--- src/rtl/alu_mc_if.sv ---
// Request/response bundle for the multi-cycle ALU: an operation request
// channel (in_valid/in_ready) and a result channel (out_valid/out_ready).
interface alu_mc_if #(
  parameter int WIDTH = 32
);
  logic             in_valid;
  logic             in_ready;
  logic [3:0]       ALUControl;
  logic [WIDTH-1:0] A;
  logic [WIDTH-1:0] B;
  logic             out_valid;
  logic             out_ready;
  logic [WIDTH-1:0] ALUResult;
  logic             Zero;
  logic             DivZero;

  // Requester / result consumer side
  modport master (
    output in_valid, ALUControl, A, B, out_ready,
    input  in_ready, out_valid, ALUResult, Zero, DivZero
  );

  // ALU side
  modport slave (
    input  in_valid, ALUControl, A, B, out_ready,
    output in_ready, out_valid, ALUResult, Zero, DivZero
  );
endinterface

--- src/rtl/alu_mc.sv ---
// Multi-cycle execute-stage ALU. Simple ops and degenerate divides finish
// one edge after acceptance; multiply/divide iterate WIDTH cycles on operand
// magnitudes (shift-add / restoring shift-subtract) and apply the sign at the
// last step. Results are held until the consumer takes them.
module alu_mc #(
  parameter int WIDTH = 32,
  parameter bit MD_EN = 1'b1
) (
  input logic   clk,
  input logic   rst_n,
  alu_mc_if.slave bus
);

  localparam int SHW = $clog2(WIDTH);
  localparam logic [WIDTH-1:0] MOST_NEG = {1'b1, {(WIDTH-1){1'b0}}};
  // WIDTH is a power of two, so the final iteration index is all ones
  localparam logic [SHW-1:0] LAST_CNT = {SHW{1'b1}};

  localparam logic [3:0] OP_ADD  = 4'b0000;
  localparam logic [3:0] OP_SUB  = 4'b0001;
  localparam logic [3:0] OP_AND  = 4'b0010;
  localparam logic [3:0] OP_OR   = 4'b0011;
  localparam logic [3:0] OP_XOR  = 4'b0100;
  localparam logic [3:0] OP_SRL  = 4'b0101;
  localparam logic [3:0] OP_SRA  = 4'b0110;
  localparam logic [3:0] OP_SLL  = 4'b0111;
  localparam logic [3:0] OP_SLT  = 4'b1000;
  localparam logic [3:0] OP_SLTU = 4'b1001;
  localparam logic [3:0] OP_MUL  = 4'b1010;
  localparam logic [3:0] OP_MULH = 4'b1011;

  typedef enum logic [1:0] {IDLE, CALC, DONE} state_t;

  state_t             state_q;
  logic               in_ready_q;
  logic               out_valid_q;
  logic [WIDTH-1:0]   res_q;
  logic               zero_q;
  logic               divz_q;
  logic [3:0]         op_q;
  logic [WIDTH-1:0]   mag_q;   // multiplicand or divisor magnitude
  logic [2*WIDTH-1:0] acc_q;   // {hi, lo} product or {remainder, quotient}
  logic [SHW-1:0]     cnt_q;
  logic               neg_q;   // result needs negating at the final step

  // Acceptance-time decode
  logic               is_md, is_div, sgn, a_neg, b_neg, b_zero, ovf;
  logic [WIDTH-1:0]   a_mag, b_mag;
  logic               start_md, imm_divz, init_neg;
  logic [WIDTH-1:0]   imm_res, init_mag;
  logic [2*WIDTH-1:0] init_acc;

  // Iteration datapath
  logic [WIDTH:0]     mul_sum;
  logic [2*WIDTH-1:0] mul_next;
  logic [WIDTH:0]     div_shift;
  logic [WIDTH:0]     div_diff;
  logic               div_bit;
  logic [WIDTH-1:0]   div_rem;
  logic [2*WIDTH-1:0] div_next;
  logic [2*WIDTH-1:0] acc_d;
  logic [2*WIDTH-1:0] prod_s;
  logic [WIDTH-1:0]   quo_s, rem_s, md_res;

  function automatic logic [WIDTH-1:0] alu_basic(input logic [3:0]       op,
                                                 input logic [WIDTH-1:0] a,
                                                 input logic [WIDTH-1:0] b);
    logic [SHW-1:0]   sh;
    logic [WIDTH-1:0] r;
    sh = b[SHW-1:0];
    r  = '0;
    case (op)
      OP_ADD:  r = a + b;
      OP_SUB:  r = a - b;
      OP_AND:  r = a & b;
      OP_OR:   r = a | b;
      OP_XOR:  r = a ^ b;
      OP_SRL:  r = a >> sh;
      OP_SRA:  r = $signed(a) >>> sh;
      OP_SLL:  r = a << sh;
      OP_SLT:  r = {{(WIDTH-1){1'b0}}, ($signed(a) < $signed(b))};
      OP_SLTU: r = {{(WIDTH-1){1'b0}}, (a < b)};
      default: r = '0;
    endcase
    return r;
  endfunction

  // Decode the incoming request: immediate result or iterative start values
  always_comb begin
    is_md    = bus.ALUControl[3] & (bus.ALUControl[2] | bus.ALUControl[1]);
    is_div   = bus.ALUControl[3] & bus.ALUControl[2];
    // MUL/MULH and DIV/REM are signed; DIVU/REMU are not
    sgn      = ~is_div | ~bus.ALUControl[0];
    a_neg    = sgn & bus.A[WIDTH-1];
    b_neg    = sgn & bus.B[WIDTH-1];
    a_mag    = a_neg ? -bus.A : bus.A;
    b_mag    = b_neg ? -bus.B : bus.B;
    b_zero   = (bus.B == '0);
    ovf      = is_div & ~bus.ALUControl[0] & (bus.A == MOST_NEG) & (bus.B == '1);
    init_acc = {{WIDTH{1'b0}}, (is_div ? a_mag : b_mag)};
    init_mag = is_div ? b_mag : a_mag;
    // remainder follows the dividend; quotient/product follow the sign product
    init_neg = (is_div & bus.ALUControl[1]) ? a_neg : (a_neg ^ b_neg);
    start_md = 1'b0;
    imm_divz = 1'b0;
    imm_res  = alu_basic(bus.ALUControl, bus.A, bus.B);
    if (is_md) begin
      imm_res = '0;
      if (!MD_EN) begin
        imm_res = '0;
      end else if (is_div && b_zero) begin
        imm_res  = bus.ALUControl[1] ? bus.A : '1;
        imm_divz = 1'b1;
      end else if (ovf) begin
        imm_res = bus.ALUControl[1] ? '0 : bus.A;
      end else begin
        start_md = 1'b1;
      end
    end
  end

  // One multiply or divide step, plus sign fix-up of the step's outcome
  always_comb begin
    mul_sum   = {1'b0, acc_q[2*WIDTH-1:WIDTH]} + (acc_q[0] ? {1'b0, mag_q} : '0);
    mul_next  = {mul_sum, acc_q[WIDTH-1:1]};
    div_shift = {acc_q[2*WIDTH-1:WIDTH], acc_q[WIDTH-1]};
    div_diff  = div_shift - {1'b0, mag_q};
    div_bit   = (div_shift >= {1'b0, mag_q});
    div_rem   = div_bit ? div_diff[WIDTH-1:0] : div_shift[WIDTH-1:0];
    div_next  = {div_rem, acc_q[WIDTH-2:0], div_bit};
    acc_d     = op_q[2] ? div_next : mul_next;
    prod_s    = neg_q ? -acc_d : acc_d;
    quo_s     = neg_q ? -acc_d[WIDTH-1:0] : acc_d[WIDTH-1:0];
    rem_s     = neg_q ? -acc_d[2*WIDTH-1:WIDTH] : acc_d[2*WIDTH-1:WIDTH];
    case (op_q)
      OP_MUL:  md_res = prod_s[WIDTH-1:0];
      OP_MULH: md_res = prod_s[2*WIDTH-1:WIDTH];
      default: md_res = op_q[1] ? rem_s : quo_s;
    endcase
  end

  // Control FSM with registered handshake and result outputs
  always_ff @(posedge clk or negedge rst_n) begin
    if (!rst_n) begin
      state_q     <= IDLE;
      in_ready_q  <= 1'b1;
      out_valid_q <= 1'b0;
      res_q       <= '0;
      zero_q      <= 1'b0;
      divz_q      <= 1'b0;
      op_q        <= '0;
      mag_q       <= '0;
      acc_q       <= '0;
      cnt_q       <= '0;
      neg_q       <= 1'b0;
    end else begin
      case (state_q)
        IDLE: begin
          if (bus.in_valid && in_ready_q) begin
            op_q       <= bus.ALUControl;
            in_ready_q <= 1'b0;
            if (start_md) begin
              state_q <= CALC;
              acc_q   <= init_acc;
              mag_q   <= init_mag;
              neg_q   <= init_neg;
              cnt_q   <= '0;
            end else begin
              state_q     <= DONE;
              out_valid_q <= 1'b1;
              res_q       <= imm_res;
              zero_q      <= (imm_res == '0);
              divz_q      <= imm_divz;
            end
          end
        end
        CALC: begin
          acc_q <= acc_d;
          cnt_q <= cnt_q + SHW'(1);
          if (cnt_q == LAST_CNT) begin
            state_q     <= DONE;
            out_valid_q <= 1'b1;
            res_q       <= md_res;
            zero_q      <= (md_res == '0);
            divz_q      <= 1'b0;
          end
        end
        DONE: begin
          if (bus.out_ready) begin
            state_q     <= IDLE;
            out_valid_q <= 1'b0;
            in_ready_q  <= 1'b1;
          end
        end
        default: state_q <= IDLE;
      endcase
    end
  end

  assign bus.in_ready  = in_ready_q;
  assign bus.out_valid = out_valid_q;
  assign bus.ALUResult = res_q;
  assign bus.Zero      = zero_q;
  assign bus.DivZero   = divz_q;

endmodule

--- src/flat_wrapper.sv ---
// flat-port wrapper written by rule: the top's interface ports become plain ports
module alu_mc_flat 
#(
  parameter int WIDTH = 32,
  parameter bit MD_EN = 1'b1
)
  (clk, rst_n, bus_in_valid, bus_ALUControl, bus_A, bus_B, bus_out_ready, bus_in_ready, bus_out_valid, bus_ALUResult, bus_Zero, bus_DivZero);
  alu_mc_if #(.WIDTH(WIDTH)) bus_i ();
  input logic clk;
  input logic rst_n;
  input wire logic [$bits(bus_i.in_valid)-1:0] bus_in_valid;
  input wire logic [$bits(bus_i.ALUControl)-1:0] bus_ALUControl;
  input wire logic [$bits(bus_i.A)-1:0] bus_A;
  input wire logic [$bits(bus_i.B)-1:0] bus_B;
  input wire logic [$bits(bus_i.out_ready)-1:0] bus_out_ready;
  output wire logic [$bits(bus_i.in_ready)-1:0] bus_in_ready;
  output wire logic [$bits(bus_i.out_valid)-1:0] bus_out_valid;
  output wire logic [$bits(bus_i.ALUResult)-1:0] bus_ALUResult;
  output wire logic [$bits(bus_i.Zero)-1:0] bus_Zero;
  output wire logic [$bits(bus_i.DivZero)-1:0] bus_DivZero;
  assign bus_i.in_valid = bus_in_valid;
  assign bus_i.ALUControl = bus_ALUControl;
  assign bus_i.A = bus_A;
  assign bus_i.B = bus_B;
  assign bus_i.out_ready = bus_out_ready;
  assign bus_in_ready = bus_i.in_ready;
  assign bus_out_valid = bus_i.out_valid;
  assign bus_ALUResult = bus_i.ALUResult;
  assign bus_Zero = bus_i.Zero;
  assign bus_DivZero = bus_i.DivZero;
  alu_mc #(.WIDTH(WIDTH), .MD_EN(MD_EN)) u_core (.clk(clk), .rst_n(rst_n), .bus(bus_i));
endmodule
--- config.mk ---
export PLATFORM = sky130hd
export DESIGN_NAME = alu_mc_flat
export DESIGN_NICKNAME = d
export VERILOG_FILES = /design/src/rtl/alu_mc_if.sv /design/src/rtl/alu_mc.sv /design/src/flat_wrapper.sv
export SDC_FILE = /design/constraint.sdc
export NUM_CORES = 1
export LEC_CHECK = 0
export ABC_CLOCK_PERIOD_IN_PS = 5300
export CAP_MARGIN = 0
export CORE_ASPECT_RATIO = 0.75
export CORE_MARGIN = 10
export CORE_UTILIZATION = 35
export DETAILED_ROUTE_END_ITERATION = 16
export PLACE_DENSITY = 0.61
export REMOVE_ABC_BUFFERS = 1
export SLEW_MARGIN = 40
export SYNTH_ARGS = -nofsm -noshare
export SYNTH_HDL_FRONTEND = slang
export SYNTH_SLANG_ARGS = --single-unit
--- constraint.sdc ---
create_clock -name clk -period 5.3 [get_ports clk]
set_clock_uncertainty 0.1 [all_clocks]
set_input_delay 1.06 -clock clk [delete_from_list [all_inputs] [get_ports clk]]
set_output_delay 1.06 -clock clk [all_outputs]
set_load 0.03 [all_outputs]
==> metrics.md <==
| Metric | Value |
|---|---|
| Most used DFF post-synth | dfrtp_1 |
| Netlist cell types | 115 |
| Clock Power Share | 27.3% |
| TritonCTS clock tree | done |
| # DRC | 0 |
| Ports | 108 |
| Die height | 254 µm |
| Crit path DAT | 6.03 ns |
| Root cell of the clock tree | clkbuf_16 |
| Largest net degree at the start of global routing | 77 |
| Die extent in x | 331 µm |
| Clock buffer depth | 2 |
| Detail Placement HPWL | 117000 µm |
| Logic pwr share | 47.0% |
| Synth Register Bits | 144 |
| Worst Setup Start Kind | flip-flop |
| HP Class | flip-flop to flip-flop |
| Via count | 33.9k |
| Final Critical Period | 5.71 ns |
| Hold Crit Start | u_core.bus.ALUResult[16] |
| Global-route wire length before repair | 205000 µm |
| Crit path capture type | flip-flop |
| Async S/R FF share, synth | 100% |
| Footprint of the multi-input gates | 0.0214 mm² |
| CTS sink cnt | 144 |
| Util after Layout | 50.8% |
| Fill cells | 7137 |
| Placer Congestion | 1.08 |
| Most frequent CP cell | buf_4 |
| Starting density of the core | 35.4% |
| Top delay family on crit path | simple AND/OR/NAND/NOR gates |
| GR peak layer | met1 |
| Antenna violations before repair | 4 |
| Met3 Resource Use GR | 13.1% |
| # setup viols final | 3 |
| Setup TNS | -0.445 ns |
| Crit share post-route | 108% |
| Pwr dens | 120 mW/mm² |
| Part of the Yosys area used for sequential elements | 14.2% |
| Nets | 4685 |
| Register area | 0.00361 mm² |
| Syn Inst Count | 3534 |
| Gr ovfl total | 0 |
| Post-route cell area | 0.0366 mm² |
| Final hold vios | 0 |
| Number of global-route vias before repair | 30.4k |
| Area grow syn2layout | 43.6% |
| Critical Path Fanout Max | 12 |
| Max_cap viols | 0 |
| Top-count cell post-synth | nand2_1 |
| Met1 GRT Util | 48.4% |
| Switching share of power | 40.0% |
| Worst slew pin tran | 0.990 ns |
| CTS HTree Levels | 4 |
| Std-Cell Core Area | 0.0719 mm² |
| Pleak | 16.1 nW |
| Syn Area/Cell | 7.20 µm² |
| Rows | 85 |
| Synth area leaders | dfrtp_1 (14%), ha_1 (8.3%), a21oi_1 (6.1%) |
| Vias per inst | 6.27 |
| Yosys top cell by area | dfrtp_1 |
| DRT iter0 DRCs | 5090 |
| Share of layout cells above drive strength 1 | 31.9% |
| WP buf/inv | 10 |
| Sequential share of power | 25.7% |
| Worst-Skew Late Latency | 0.48 ns |
| Relative max-transition margin | 33.6% |
| Slew Viols, Final | 0 |
| Internal Power | 2.64 mW |
| Avg WL per Cell | 26.5 µm |
| DRT Pass-1 Iters | 8 |
| Post-route ant nets | 0 |
| Unrepaired setup endpoints after global routing | yes |
| GR Layer Usage met2 | 40.5% |
| Worst IR drop on VDD | 0.221 mV |
| Max frequency | 175 MHz |
| Total track usage | 31.9% |
| Port bufs | 107 |
| Setup crit start | u_core.mag_q[7] |
| CTS buffer count | 17 |
| Outcome | finished with violations |
| Die area | 0.0840 mm² |
| Synth cell count leaders | nand2_1 (387), nor2_1 (375), a21oi_1 (311) |
| Post-DP Area | 0.0344 mm² |
| Failing checks | setup timing |
| Required time worst endpoint | 5.62 ns |
| Critical path class | flip-flop to flip-flop |
| Worst Slack Setup Final | -0.407 ns |
| Net Sw Power | 1.76 mW |
| Place WS | -1.27 ns |
| Power consumption | 4.39 mW |
| CP max stage cell | dfrtp_1 |
| Clk slew on worst S/H paths | 0.07 ns |
| Mapped Area | 0.0255 mm² |
| Worst r2r src | u_core.mag_q[7] |
| Post-Route WL | 144000 µm |
| Number of flops mapped to enable cells by yosys | 0 |
| Crit-path max cell delay | 0.41 ns |
| Yosys top cell area share | 14.1% |
| Synthesis Warnings | 0 |
==> cell families (layout without fill, tap and decap cells) <==
kind of cell | after synthesis | after routing | share of synthesized area [%]
adders and majority gates | 172 | 172 | 8.57
and+or+nand+nor | 1292 | 1292 | 24.6
buffers and inverters | 417 | 1337 | 6.39
xor gates and xnor gates | 135 | 135 | 4.64
DFF | 144 | 144 | 14.2
other | 0 | 4 | 0
AOI/OAI and AO/OA | 1192 | 1192 | 31.3
muxes | 182 | 182 | 10.3
==> final cells by class <==
class	instances	area share [%]
Multi-Input combinational cell	2973	58.6
Timing Repair Buffer	1147	25.1
Sequential cell	144	9.89
Tap cell	957	3.28
Inverter	158	1.62
Clock buffer	20	1.19
Clock inverter	12	0.308
Antenna cell	4	0.0274
==> power by group through the flow <==
stage	registers (mW)	logic, mW	clock network [mW]
floorplan	1.19	0.785	0
global placement	1.15	1.94	0
detailed placement	1.15	1.93	0
CTS	1.13	1.96	1.20
global route	1.13	2.14	1.25
finish	1.13	2.06	1.20
==> layout by cell type (no fill, tap or decap), drive strengths merged, types with 16 or more instances in the layout <==
cell type and instances:
o31ai 45, a31oi 41, o21a 18, or4 16, or3 44, clkbuf 22
nor2 377, nand2 389, nand2b 29, mux4 62, xor2 33, buf 1042
o221ai 46, a21oi 314, o211ai 41, a211oi 51, a22o 18, and2 52
and3 27, mux2 24, clkdlybuf4s50 99, xnor2 102, ha 168, o21ai 269
o22ai 32, a221oi 32, a21o 49, inv 158, dfrtp 143, a22oi 16
nand3 82, nor4 39, nand4 47, mux2i 96, nor2b 22, nor3 93
o21bai 30
==> metal layers <==
| layer | routed length [µm] | up-vias | part of all wire (%) |
|---|---|---|---|
| met5 | 27 | - | 0.019 |
| met4 | 2530 | 4 | 1.8 |
| met3 | 23800 | 177 | 17 |
| met2 | 52800 | 2420 | 37 |
| met1 | 64500 | 16335 | 45 |
| li1 | - | 15011 | - |
==> per-stage QoR <==
step	instances	hold WS (ns)
2_1_floorplan	3275	0.363
3_3_place_gp	5329	0.361
3_5_place_dp	5329	0.374
4_1_cts	5376	0.391
5_1_grt	5411	0.415
6_report	5415	0.384
==> state kept, by name, indices dropped and copies added (netlist names) <==
| register | flops |
|---|---|
| u_core.acc_q | 64 |
| u_core.bus.ALUResult | 32 |
| u_core.mag_q | 32 |
| u_core.cnt_q | 5 |
| u_core.op_q | 4 |
| u_core.state_q | 2 |
| u_core.bus.DivZero | 1 |
| u_core.bus.Zero | 1 |
| u_core.bus.in_ready | 1 |
| u_core.bus.out_valid | 1 |
| u_core.neg_q | 1 |
==> path summary, 6_finish.rpt <==
kind                                            end  slack (ns)  depth (start not counted)
max                                 u_core.bus.Zero       -0.41                         26
min                        u_core.bus.ALUResult[16]        0.38                          2
max reg2reg                         u_core.bus.Zero       -0.41                         26
min reg2reg                u_core.bus.ALUResult[16]        0.38                          2
max in group asynchronous           u_core.acc_q[0]        3.43                          2
min in group asynchronous          u_core.acc_q[63]        0.51                          1
==> worst min-delay path: stages (launching register included) <==
cell and delay (ns):
dfrtp_1 0.35, nand2_1 0.05, o21ai_0 0.06
==> repair_timing <==
item	in CTS	in global routing
setup buffers	15	37
gates resized for setup	63	181
pin swaps	29	81
cloned	0	1
setup endpoints to repair	15	20
hold buffers	0	0
Power figures use the tool's default switching activity.
